File: config.mk
export PLATFORM = sky130hd
export DESIGN_NAME = i2c_slave_xfer_ctrl
export DESIGN_NICKNAME = d
export VERILOG_FILES = /design/src/rtl/i2c_slv_pkg.sv /design/src/rtl/i2c_slv_sync_fifo.sv /design/src/rtl/i2c_slave_xfer_ctrl.sv
export SDC_FILE = /design/constraint.sdc
export NUM_CORES = 1
export LEC_CHECK = 0
export CAP_MARGIN = 20
export CORE_MARGIN = 1
export CORE_UTILIZATION = 62
export CTS_CLUSTER_SIZE = 28
export DETAILED_ROUTE_END_ITERATION = 10
export GPL_ROUTABILITY_DRIVEN = 1
export HOLD_SLACK_MARGIN = 0.08
export PLACE_DENSITY = 0.85
export REMOVE_ABC_BUFFERS = 1
export SYNTH_ARGS = -nofsm -noshare
export SYNTH_HDL_FRONTEND = slang
export SYNTH_HIERARCHICAL = 1
export SYNTH_SLANG_ARGS = --single-unit
File: constraint.sdc
create_clock -name S_AXI_ACLK -period 4.6 [get_ports S_AXI_ACLK]
set_input_delay 1.15 -clock S_AXI_ACLK [delete_from_list [all_inputs] [get_ports S_AXI_ACLK]]
set_output_delay 1.15 -clock S_AXI_ACLK [all_outputs]
set_load 0.1 [all_outputs]
File: src/rtl/i2c_slv_pkg.sv
// Shared types and constants for the i2c slave transfer controller.
// State encoding is exposed on the status port, so the values are fixed.
package i2c_slv_pkg;

    typedef enum logic [1:0] {
        DISABLED = 2'd0,
        IDLE     = 2'd1,
        ACTIVE   = 2'd2,
        TIMEOUT  = 2'd3
    } slv_state_e;

    localparam int STS_RXOVF = 0;
    localparam int STS_TXUDR = 1;
    localparam int STS_TMO   = 2;
    localparam int STS_W     = 3;

endpackage

File: src/rtl/i2c_slv_sync_fifo.sv
// Synchronous first-word-fall-through FIFO with wrap-bit pointers and flush.
// A push to a full FIFO is accepted only when a pop frees a slot in the same cycle.
module i2c_slv_sync_fifo #(
    parameter int WIDTH = 8,
    parameter int DEPTH = 8,
    localparam int AW = $clog2(DEPTH),
    localparam int LW = AW + 1
) (
    input  logic             S_AXI_ACLK,
    input  logic             slave_rst,
    input  logic             push,
    input  logic [WIDTH-1:0] push_data,
    input  logic             pop,
    input  logic             flush,
    output logic [WIDTH-1:0] head_data,
    output logic [LW-1:0]    level,
    output logic             full,
    output logic             empty
);

    logic [WIDTH-1:0] mem [DEPTH];
    logic [LW-1:0]    wr_ptr;
    logic [LW-1:0]    rd_ptr;
    logic             do_push;
    logic             do_pop;

    assign empty     = (wr_ptr == rd_ptr);
    assign full      = (wr_ptr[AW] != rd_ptr[AW]) && (wr_ptr[AW-1:0] == rd_ptr[AW-1:0]);
    assign do_pop    = pop && !empty;
    assign do_push   = push && (!full || do_pop);
    assign level     = wr_ptr - rd_ptr;
    // Head reads as zero when empty so no stale byte is ever visible.
    assign head_data = empty ? '0 : mem[rd_ptr[AW-1:0]];

    always_ff @(posedge S_AXI_ACLK or posedge slave_rst) begin
        if (slave_rst) begin
            wr_ptr <= '0;
            rd_ptr <= '0;
        end else if (flush) begin
            wr_ptr <= '0;
            rd_ptr <= '0;
        end else begin
            if (do_push) wr_ptr <= wr_ptr + LW'(1);
            if (do_pop)  rd_ptr <= rd_ptr + LW'(1);
        end
    end

    always_ff @(posedge S_AXI_ACLK) begin
        if (do_push && !flush) mem[wr_ptr[AW-1:0]] <= push_data;
    end

endmodule

File: src/rtl/i2c_slave_xfer_ctrl.sv
// Sequences the i2c_slave core: RX/TX byte buffering, bus-idle address gating,
// SCL-stuck timeout detection and a single level interrupt.
module i2c_slave_xfer_ctrl
    import i2c_slv_pkg::*;
#(
    parameter int          FIFO_DEPTH     = 8,
    parameter int          TIMEOUT_CYCLES = 100000,
    parameter int          IDLE_CYCLES    = 64,
    parameter logic [7:0]  FILL_BYTE      = 8'hFF,
    localparam int         L              = $clog2(FIFO_DEPTH) + 1
) (
    input  logic             S_AXI_ACLK,
    input  logic             slave_rst,
    input  logic             cfg_enable,
    input  logic [6:0]       cfg_own_addr,
    input  logic [L-1:0]     cfg_rx_thresh,
    input  logic [STS_W-1:0] cfg_irq_mask,
    input  logic [STS_W-1:0] sts_clear,
    input  logic             tx_push,
    input  logic [7:0]       tx_data,
    input  logic             rx_pop,
    output logic             tx_full,
    output logic             rx_empty,
    output logic [L-1:0]     tx_level,
    output logic [L-1:0]     rx_level,
    output logic [7:0]       rx_data,
    output logic [STS_W-1:0] sts_sticky,
    output logic [1:0]       state,
    output logic             irq,
    input  logic             scl_in,
    input  logic             core_data_valid,
    input  logic [7:0]       core_rdata,
    input  logic             core_tx_req,
    output logic [7:0]       core_wdata,
    output logic [6:0]       core_own_address
);

    localparam int LOW_W  = $clog2(TIMEOUT_CYCLES + 1);
    localparam int HIGH_W = $clog2(IDLE_CYCLES + 1);

    slv_state_e       cur_state;
    slv_state_e       nxt_state;
    logic [LOW_W-1:0] low_cnt;
    logic [HIGH_W-1:0] high_cnt;
    logic             low_hit;
    logic             high_hit;
    logic             timeout_evt;
    logic             core_evt_ok;
    logic             rx_push;
    logic             rx_full;
    logic             tx_pop;
    logic             tx_push_ok;
    logic             tx_empty;
    logic [7:0]       tx_head;
    logic [STS_W-1:0] sts_set;

    assign low_hit     = !scl_in && (low_cnt == LOW_W'(TIMEOUT_CYCLES - 1));
    assign high_hit    = scl_in && (high_cnt == HIGH_W'(IDLE_CYCLES - 1));
    assign core_evt_ok = (cur_state == IDLE) || (cur_state == ACTIVE);
    assign rx_push     = core_data_valid && core_evt_ok;
    assign tx_pop      = core_tx_req && core_evt_ok;
    assign tx_push_ok  = tx_push && !tx_full;
    assign state       = cur_state;
    assign core_wdata  = tx_empty ? FILL_BYTE : tx_head;

    always_ff @(posedge S_AXI_ACLK or posedge slave_rst) begin
        if (slave_rst) cur_state <= DISABLED;
        else           cur_state <= nxt_state;
    end

    always_comb begin
        nxt_state   = cur_state;
        timeout_evt = 1'b0;
        case (cur_state)
            DISABLED: if (cfg_enable) nxt_state = IDLE;
            IDLE:     if (!scl_in || core_data_valid || core_tx_req) nxt_state = ACTIVE;
            ACTIVE: begin
                if (low_hit) begin
                    nxt_state   = TIMEOUT;
                    timeout_evt = 1'b1;
                end else if (high_hit) begin
                    nxt_state = IDLE;
                end
            end
            TIMEOUT:  if (high_hit) nxt_state = IDLE;
            default:  nxt_state = DISABLED;
        endcase
        // Disable overrides everything, including a coincident timeout.
        if (!cfg_enable) begin
            nxt_state   = DISABLED;
            timeout_evt = 1'b0;
        end
    end

    // Counters only run while a transfer is live and restart on every state change.
    always_ff @(posedge S_AXI_ACLK or posedge slave_rst) begin
        if (slave_rst) begin
            low_cnt  <= '0;
            high_cnt <= '0;
        end else if ((nxt_state != cur_state) || !((cur_state == ACTIVE) || (cur_state == TIMEOUT))) begin
            low_cnt  <= '0;
            high_cnt <= '0;
        end else if (scl_in) begin
            low_cnt  <= '0;
            high_cnt <= high_cnt + HIGH_W'(1);
        end else begin
            low_cnt  <= (cur_state == ACTIVE) ? low_cnt + LOW_W'(1) : '0;
            high_cnt <= '0;
        end
    end

    always_ff @(posedge S_AXI_ACLK or posedge slave_rst) begin
        if (slave_rst)               core_own_address <= '0;
        else if (cur_state == IDLE)  core_own_address <= cfg_own_addr;
    end

    always_comb begin
        sts_set            = '0;
        sts_set[STS_RXOVF] = rx_push && rx_full && !rx_pop;
        sts_set[STS_TXUDR] = tx_pop && tx_empty;
        sts_set[STS_TMO]   = timeout_evt;
    end

    always_ff @(posedge S_AXI_ACLK or posedge slave_rst) begin
        if (slave_rst) sts_sticky <= '0;
        else           sts_sticky <= (sts_sticky & ~sts_clear) | sts_set;
    end

    always_ff @(posedge S_AXI_ACLK or posedge slave_rst) begin
        if (slave_rst) irq <= 1'b0;
        else           irq <= (cur_state != DISABLED) &&
                              (((cfg_rx_thresh != '0) && (rx_level >= cfg_rx_thresh)) ||
                               (|(sts_sticky & cfg_irq_mask)));
    end

    i2c_slv_sync_fifo #(.WIDTH(8), .DEPTH(FIFO_DEPTH)) u_rx_fifo (
        .S_AXI_ACLK (S_AXI_ACLK),
        .slave_rst  (slave_rst),
        .push       (rx_push),
        .push_data  (core_rdata),
        .pop        (rx_pop),
        .flush      (1'b0),
        .head_data  (rx_data),
        .level      (rx_level),
        .full       (rx_full),
        .empty      (rx_empty)
    );

    i2c_slv_sync_fifo #(.WIDTH(8), .DEPTH(FIFO_DEPTH)) u_tx_fifo (
        .S_AXI_ACLK (S_AXI_ACLK),
        .slave_rst  (slave_rst),
        .push       (tx_push_ok),
        .push_data  (tx_data),
        .pop        (tx_pop),
        .flush      (timeout_evt),
        .head_data  (tx_head),
        .level      (tx_level),
        .full       (tx_full),
        .empty      (tx_empty)
    );

endmodule

==> metrics <==
I/O pins=80; max incr delay on CP=0.44 ns; distinct cell type count after synthesis=62; pre-CTS setup slack=0.625 ns; FILL cells=780; CTS clock-pin slew for the worst setup and hold paths=0.06 ns; clock sink total=181; post-synthesis sequential area ratio=0.615; cell taking the most area after synthesis=edfxtp_1; Flop pwr share=0.295; drt wl/cell=21.1 um; CP required=3.45 ns; DIE HEIGHT=118 um; combinational fraction of design power=0.500; share of flip-flops with an asynchronous set or reset=0.293; P_int=0.00379 W; startpoint types=flip-flop; top cells by count, synth=edfxtp_1 (128), dfrtp_1 (53), nor2_1 (45), inv_1 (35), mux4_2 (32); number of global-route vias before repair=5441; EDFF count, synth=128; share of cells above drive strength 1=0.235; final WL=17.6 mm; Layout Nets=706; Post-DP HPWL=11.4 mm; starting density of the core=0.635; NetSw=0.00299 W; Slowest cell on crit path=dfrtp_1; Inst Count DP=799; Crit. End Element=output port; DRC viols=0; largest net degree at the start of global routing=38; CTS root buf=clkbuf_16; flops & latches, synth=181; post-layout util=0.762; Clock Skew=0.00727 ns; final hold vios=0; port buffer count=79; TritonCTS clock tree=built; most common cell in the netlist=edfxtp_1; synthesized area per cell=15.3 um^2; Via Count=5211; leakage=3.60 nW; Power Total=0.00679 W; Switching Share=0.441; Max-Slew Margin vs Limit=0.327; status=complete, no violations; area growth from synthesis to layout=20.0%; final worst-path cycle share=0.926; number of synthesis warnings=6; first-pass GRT wire length=28.3 mm; HP Class=flip-flop to flip-flop; Max Root-Sink Buffers=2; worst r2r path cells=7; Worst-Margin Slew=1.01 ns; final worst slack=0.342 ns; Setup Crit Path Kind=flip-flop to output port; CORE AREA=13200 um^2; min Tclk post-route=4.26 ns; RD Place Congestion=0.863; DIE AREA=14000 um^2; GRT Overall Usage=0.270; Non-Filler Instances=831; synthesized cell area=8410 um^2; flop2flop setup slack=1.22 ns; DRT antenna net count=0; die width=118 um; initial antenna violation count=0; final setup vio count=0; row cnt=42; fmax=0.235 GHz; Mapped Cells=550; cts bufs inserted=17; unrepaired setup endpoints after global routing=no; worst-path cell chain=inv_1 > ha_1 > nand3_1 > nor2_4 > nor2_1 > a22o_2 > or2_2 > buf_12; max cap viols=0; DR vias/cell=6.27; diode count=0; clk_lat worst skew=0.43 ns; worst-path maximum fanout=13; share of the synthesized area in the top cell type=0.457; Hold Path Cell Cnt=1; WP data arrival=3.11 ns; max-slew violations=0; gr ovfl total=0; Worst VDD drop=0.352 mV; power per standard cell area=672 nW/um^2; Setup TNS Final=0 ns; CTS Hold Bufs=0; Detailed Route Iter0 Violations=545; Primary FF master, synth=edfxtp_1; number of detailed-route iterations in the first pass=5; htree depth=4; largest cells by area after synthesis=edfxtp_1 (46%), dfrtp_1 (16%), mux4_2 (8.6%), ha_1 (3.1%), nor4_2 (2.8%); Clock power frac=0.205
==> cell usage in the layout (no fill, tap or decap), drive strengths merged, types with 3 or more instances in the layout <==
cell and count:
edfxtp 128, dfrtp 53, clkdlybuf4s50 53, nor2 47
buf 40, inv 38, mux4 32, nor4 28
xnor2 24, ha 21, clkbuf 19, nand2 17
a22o 17, xor2 14, nand4 13, nand3 11
o21ai 9, a21oi 8, or2 8, mux2 7
nor3 7, clkinv 6, nand2b 5, a21o 4
mux2i 4, a31oi 3, and2 3, nor2b 3
o311ai 3, or3 3
==> worst paths after layout <==
| check | startpoint | end |
|---|---|---|
| max reg2reg | u_tx_fifo/wr_ptr[0] | u_tx_fifo/mem[7][7] |
| min reg2reg | high_cnt[0] | high_cnt[0] |
| min | high_cnt[0] | high_cnt[0] |
| min in group asynchronous | slave_rst | u_tx_fifo/rd_ptr[3] |
| max in group asynchronous | slave_rst | low_cnt[7] |
| max | u_tx_fifo/wr_ptr[0] | core_wdata[6] |
==> metrics by stage <==
| step | instance area (um^2) | hold slack (ns) |
|---|---|---|
| 2_1_floorplan | 8250 | 0.444 |
| 3_3_place_gp | 9520 | 0.452 |
| 3_5_place_dp | 9520 | 0.464 |
| 4_1_cts | 10100 | 0.472 |
| 5_1_grt | 10100 | 0.494 |
| 6_report | 10100 | 0.472 |
==> routing by layer <==
| metal | GRT usage | part of all wire |
|---|---|---|
| met5 | 0 | 0 |
| met4 | 0.114 | 0.026 |
| met3 | 0.0700 | 0.067 |
| met2 | 0.440 | 0.51 |
| met1 | 0.345 | 0.40 |
==> worst max-delay path, delay by kind of cell (launching register included) <==
family	cells	cell delay [ns]
and+or+nand+nor	4	1.26
DFF	1	0.44
adders and majority gates	1	0.35
AOI/OAI and AO/OA	1	0.32
buffers and inverters	2	0.31
==> cells by family after synthesis <==
kind of cell / share of synthesized area
xor gates and xnor gates: 0.0414
muxes: 0.0999
other: 0.000446
adders and majority gates: 0.0360
buffers and inverters: 0.0344
AOI/OAI and AO/OA: 0.0558
and+or+nand+nor: 0.117
DFF: 0.615
==> state kept, by name (all words and copies together) (netlist names) <==
signal,flops
core_own_address,7
high_cnt,7
irq,1
low_cnt,17
state,2
sts_sticky,3
u_rx_fifo/mem,64
u_rx_fifo/rd_ptr,4
u_rx_fifo/wr_ptr,4
u_tx_fifo/mem,64
u_tx_fifo/rd_ptr,4
u_tx_fifo/wr_ptr,4
==> power groups by stage <==
stage | clock [W] | combinational [W] | sequential, W
global route | 0.00147 | 0.00351 | 0.00202
floorplan | 0 | 0.00217 | 0.00221
finish | 0.00139 | 0.00339 | 0.00201
detailed placement | 0 | 0.00336 | 0.00203
CTS | 0.00141 | 0.00338 | 0.00200
global placement | 0 | 0.00330 | 0.00202
==> timing repair <==
action	in CTS	in global routing
hold endpoints to repair	0	0
endpoints found under the setup margin	0	1
buffers inserted	0	0
resized for setup	0	1
==> final cells by class <==
cell class	instances	area, um^2	share of cell area
Clock inverter	13	131	0.0130
Multi-Input combinational cell	314	2960	0.294
Clock buffer	19	433	0.0429
Tap cell	176	220	0.0218
Inverter	35	131	0.0130
Sequential cell	181	5170	0.512
Timing Repair Buffer	93	1040	0.103
(Power assumes the default switching activity.)
